[config.mk]
export PLATFORM = sky130hd
export DESIGN_NAME = bm_dag_log_pipe
export DESIGN_NICKNAME = d
export VERILOG_FILES = /design/src/rtl/bm_dag_defs.sv /design/src/rtl/bm_dag_stage.sv /design/src/rtl/bm_dag_log_pipe.sv
export SDC_FILE = /design/constraint.sdc
export NUM_CORES = 1
export LEC_CHECK = 0
export ABC_CLOCK_PERIOD_IN_PS = 2170
export BUFFER_PORTS_ARGS = -buffer_cell sky130_fd_sc_hd__buf_2
export CORE_MARGIN = 3
export CORE_UTILIZATION = 47
export CTS_CLUSTER_SIZE = 10
export DETAILED_ROUTE_END_ITERATION = 6
export PLACE_DENSITY = 0.68
export SLEW_MARGIN = 25
export SYNTH_ARGS = -nofsm -noshare
export SYNTH_HDL_FRONTEND = slang
export SYNTH_HIERARCHICAL = 1
export SYNTH_SLANG_ARGS = --single-unit
export TNS_END_PERCENT = 10
[constraint.sdc]
create_clock -name clock -period 2.17 [get_ports clock]
set_input_delay 0.434 -clock clock [delete_from_list [all_inputs] [get_ports clock]]
set_output_delay 0.434 -clock clock [all_outputs]
set_load 0.02 [all_outputs]
[src/rtl/bm_dag_defs.sv]
// Shared definitions for the DAG logic pipeline: op-mode encodings and default sizing.
package bm_dag_defs;

    typedef enum logic [1:0] {
        OP_AND  = 2'b00,
        OP_OR   = 2'b01,
        OP_XOR  = 2'b10,
        OP_XNOR = 2'b11
    } dag_op_e;

    localparam int DEF_WIDTH = 2;
    localparam int DEF_DEPTH = 3;
    localparam int DEF_CNT_W = 8;

endpackage

[src/rtl/bm_dag_stage.sv]
// One registered logic cell of the DAG pipeline; loads only when the upstream stage is valid.
// Optional DAG_PARITY_EN adds a parity register that tracks the loaded x/s pair.
module bm_dag_stage
    import bm_dag_defs::*;
#(
    parameter int WIDTH = DEF_WIDTH
) (
    input  logic             clock,
    input  logic             reset,
    input  logic             v_i,
    input  logic [WIDTH-1:0] x_i,
    input  logic [WIDTH-1:0] y_i,
    input  logic             s_i,
    input  logic [1:0]       m_i,
    output logic             v_o,
    output logic [WIDTH-1:0] x_o,
    output logic [WIDTH-1:0] y_o,
    output logic             s_o,
    output logic [1:0]       m_o
`ifdef DAG_PARITY_EN
    ,
    output logic             p_o
`endif
);

    logic             v_q, v_d;
    logic [WIDTH-1:0] x_q, x_d;
    logic [WIDTH-1:0] y_q, y_d;
    logic             s_q, s_d;
    logic [1:0]       m_q, m_d;
    logic [WIDTH-1:0] op_res;

    always_comb begin
        op_res = '0;
        case (dag_op_e'(m_i))
            OP_AND:  op_res = x_i & y_i;
            OP_OR:   op_res = x_i | y_i;
            OP_XOR:  op_res = x_i ^ y_i;
            OP_XNOR: op_res = ~(x_i ^ y_i);
            default: op_res = '0;
        endcase
    end

    // Valid follows upstream every cycle so bubbles pass; data only moves with a valid token.
    always_comb begin
        v_d = v_i;
        x_d = x_q;
        y_d = y_q;
        s_d = s_q;
        m_d = m_q;
        if (v_i) begin
            x_d = op_res;
            y_d = x_i ^ y_i;
            s_d = s_i ^ (^x_i);
            m_d = m_i;
        end
    end

    always_ff @(posedge clock or posedge reset) begin
        if (reset) begin
            v_q <= 1'b0;
            x_q <= '0;
            y_q <= '0;
            s_q <= 1'b0;
            m_q <= 2'b00;
        end else begin
            v_q <= v_d;
            x_q <= x_d;
            y_q <= y_d;
            s_q <= s_d;
            m_q <= m_d;
        end
    end

    assign v_o = v_q;
    assign x_o = x_q;
    assign y_o = y_q;
    assign s_o = s_q;
    assign m_o = m_q;

`ifdef DAG_PARITY_EN
    logic p_q, p_d;

    // x_d/s_d already hold through bubbles, so the parity holds with them.
    assign p_d = (^x_d) ^ s_d;

    always_ff @(posedge clock or posedge reset) begin
        if (reset) begin
            p_q <= 1'b0;
        end else begin
            p_q <= p_d;
        end
    end

    assign p_o = p_q;
`endif

endmodule

[src/rtl/bm_dag_log_pipe.sv]
// DEPTH-stage registered DAG logic pipeline with per-transaction op mode and a saturating result counter.
// Define DAG_PARITY_EN to add the out_parity output.
module bm_dag_log_pipe
    import bm_dag_defs::*;
#(
    parameter int WIDTH = DEF_WIDTH,
    parameter int DEPTH = DEF_DEPTH,
    parameter int CNT_W = DEF_CNT_W
) (
    input  logic             clock,
    input  logic             reset,
    input  logic             in_valid,
    input  logic [WIDTH-1:0] a_in,
    input  logic [WIDTH-1:0] b_in,
    input  logic             c_in,
    input  logic             d_in,
    input  logic [1:0]       mode,
    input  logic             cnt_clr,
    output logic             out_valid,
    output logic [WIDTH-1:0] out0,
    output logic             out1,
    output logic [CNT_W-1:0] out_count
`ifdef DAG_PARITY_EN
    ,
    output logic             out_parity
`endif
);

    localparam logic [CNT_W-1:0] CNT_MAX = {CNT_W{1'b1}};

    // Index 0 is the combinational seed; index k is the output of stage k.
    logic             v_s [0:DEPTH];
    logic [WIDTH-1:0] x_s [0:DEPTH];
    logic [WIDTH-1:0] y_s [0:DEPTH];
    logic             s_s [0:DEPTH];
    logic [1:0]       m_s [0:DEPTH];
`ifdef DAG_PARITY_EN
    logic             p_s [1:DEPTH];
`endif

    assign v_s[0] = in_valid;
    assign x_s[0] = a_in;
    assign y_s[0] = b_in;
    assign s_s[0] = c_in & d_in;
    assign m_s[0] = mode;

    for (genvar k = 1; k <= DEPTH; k++) begin : g_stage
        bm_dag_stage #(
            .WIDTH (WIDTH)
        ) u_stage (
            .clock (clock),
            .reset (reset),
            .v_i   (v_s[k-1]),
            .x_i   (x_s[k-1]),
            .y_i   (y_s[k-1]),
            .s_i   (s_s[k-1]),
            .m_i   (m_s[k-1]),
            .v_o   (v_s[k]),
            .x_o   (x_s[k]),
            .y_o   (y_s[k]),
            .s_o   (s_s[k]),
            .m_o   (m_s[k])
`ifdef DAG_PARITY_EN
            ,
            .p_o   (p_s[k])
`endif
        );
    end

    logic [CNT_W-1:0] cnt_q, cnt_d;

    // Counts on the same edge the final stage loads, so out_count already includes the
    // result shown on out_valid; clear wins over a simultaneous delivery.
    always_comb begin
        cnt_d = cnt_q;
        if (cnt_clr) begin
            cnt_d = '0;
        end else if (v_s[DEPTH-1] && (cnt_q != CNT_MAX)) begin
            cnt_d = cnt_q + CNT_W'(1);
        end
    end

    always_ff @(posedge clock or posedge reset) begin
        if (reset) begin
            cnt_q <= '0;
        end else begin
            cnt_q <= cnt_d;
        end
    end

    assign out_valid = v_s[DEPTH];
    assign out0      = x_s[DEPTH];
    assign out1      = s_s[DEPTH];
    assign out_count = cnt_q;
`ifdef DAG_PARITY_EN
    assign out_parity = p_s[DEPTH];
`endif

endmodule
==> flow_summary.yaml <==
outcome:
  status: "finished, final reports clean"
setup_path:
  r2r_start: "out_count[0]"
  cp-end-kind: "flop"
  cp.arrival_ps: 1910
  rr_endpoint: "out_count[7]"
  critPathLaunchType: "flop"
  rrSetupSlack_ps: 510
  critPathMaxFanout: 5
  criticalPathCategory: "flop to flop"
  crit_required_ps: 2430
  reg2regPathDepth: 4
drt:
  vias_per_cell: 5.23
  firstDrtPassIters: 4
  ant_nets: 0
  top_layer: "met4"
  routedWlPerCell_um: 12.4
  drt-total-wl_um: 2710
  vias: 1141
  drc_errors: 0
  wl_met2_um: 1250
  drt-initial-drc-count: 40
  met1_length_um: 1320
  wl_met3_um: 103
sta:
  grt_setup_unrepaired: "false"
  fin_tns_setup_ps: 0
  worst_slew_pin_slew_ps: 377
  fin_crit_ps: 1660
  max_freq_ghz: 0.603
  min_period_over_period: 0.764
  relSlewSlack: 0.748
  finalHoldViolCount: 0
  fin_skew_ps: 4.59
  slew_violations: 0
  finalSetupViolations: 0
flow_run:
  drv_cap: 0
pwr:
  p_per_area_nw_per_um2: 738
  combPwrFrac: 0.294
  p_int_uw: 920
  seqPwrFrac: 0.519
  vdd_drop_max_mv: 0.292
  pwr-share-clk: 0.187
  p_leak_uw: 0.000904
  switchingPower_uw: 408
  switching_share: 0.307
global_routing:
  track_usage: 0.150
  grt_pass1_vias: 1156
  overflow: 0
  grt_pass1_wl_um: 5000
  antenna_found_initial: 0
  grt_max_degree: 16
floorplanning:
  die_area_um2: 4180
  io_pins: 24
  rows: 20
  core_um2: 3180
  start_util: 0.509
  die_x_um: 64.7
  die_h_um: 64.7
worst_hold_path:
  holdPathStages: 1
  hp-start: "in_valid"
  min_to: "g_stage[1].u_stage/v_o"
  hold_class: "primary input to flop"
final_layout:
  fin_nets: 200
  final_cells: 218
  drive_gt1_frac: 0.218
  area_delta_synth_final_pct: 11.1
  diodes: 0
clock_tree:
  clk_latency_ps: 320
  cts_buffers: 3
  cts_resized: 0
  cts_tree: "yes"
  htreeDepth: 1
  clk_path_buf_depth: 2
  numClockSinks: 28
  path_clk_slew_ps: 150
  post_cts_buffers: 0
  cts_root_buffer: "clkbuf_4"
place:
  gp_congestion: 0.726
  dp_hpwl_um: 2210
  placed_cells: 213
  portBuffers: 23
yosys:
  syn_area_um2: 1620
  syn_inst: 153
  synth_nets: 178
  yosysWarningCount: 6
  syn-mean-instance-area_um2: 10.6
critical path, stage by stage, from the launching register on:
cell,delay (ps)
dfrtp_1,450
ha_1,260
and4_4,220
or4_1,500
a21oi_1,170
registers in the layout, summed over array words and instances (netlist names):
register	cells
out_count	8
g_stage.u_stage/m_o	4
g_stage.u_stage/s_o	3
g_stage.u_stage/x_o	6
g_stage.u_stage/v_o	3
g_stage.u_stage/y_o	4
how the worst max path moves through the flow:
stage / startpoint / endpoint / slack (ps)
3_3_place_gp: out_count[0] / out_count[7] / 610
6_report: out_count[0] / out_count[7] / 510
5_1_grt: out_count[0] / out_count[0] / 460
2_1_floorplan: out_count[0] / out_count[7] / 530
3_5_place_dp: out_count[0] / out_count[7] / 560
4_1_cts: out_count[0] / out_count[7] / 520
layer usage:
| metal | track usage | vias to the layer above |
|---|---|---|
| met5 | 0 | - |
| li1 | - | 567 |
| met4 | 0.0633 | 0 |
| met3 | 0.0156 | 4 |
| met1 | 0.203 | 540 |
| met2 | 0.245 | 30 |
cell type report:
| type | count | area, µm² |
|---|---|---|
| Inverter | 23 | 86.3 |
| Multi-Input combinational cell | 95 | 795 |
| Tap cell | 44 | 55.1 |
| Clock buffer | 4 | 36.3 |
| Timing Repair Buffer | 24 | 125 |
| Sequential cell | 28 | 701 |
| Fill cell | 290 | 1380 |
cell usage in the layout, fill, tap and decap left out, types with 2 or more instances in the layout:
cell type / n
inv_1: 23
nand2_1: 4
nand2b_1: 5
mux2i_1: 10
and3_1: 2
xnor2_1: 6
ha_1: 13
a31oi_1: 4
o221ai_1: 3
dfrtp_1: 28
a211o_1: 3
a211oi_1: 2
clkbuf_4: 3
mux2_2: 6
buf_2: 23
nor2b_1: 7
nor3_1: 4
a21oi_1: 4
mux2_4: 3
o21ai_0: 6
per-stage QoR:
stage	setup WS, ps	hold WS, ps	area (µm²)	util	power (µW)
detailed placement	555	367	1750	0.551	1090
global route	465	327	1800	0.566	1430
finish	512	341	1800	0.566	1330
CTS	520	325	1800	0.566	1350
global placement	613	353	1750	0.551	1080
floorplan	532	200	1620	-	999
power by group through the flow:
stage / Sequential, µW / Combinational, µW / Clock, µW
after CTS: 690 / 396 / 259
after detailed placement: 700 / 394 / 0
final: 689 / 390 / 249
after floorplan: 709 / 290 / 0
after global routing: 704 / 443 / 279
after global placement: 696 / 382 / 0
timing repair:
item | 4_1_cts | 5_1_grt
hold endpoints to repair | 4 | 0
setup endpoints to repair | 0 | 0
hold buffers | 1 | 0
(Power assumes the default switching activity.)
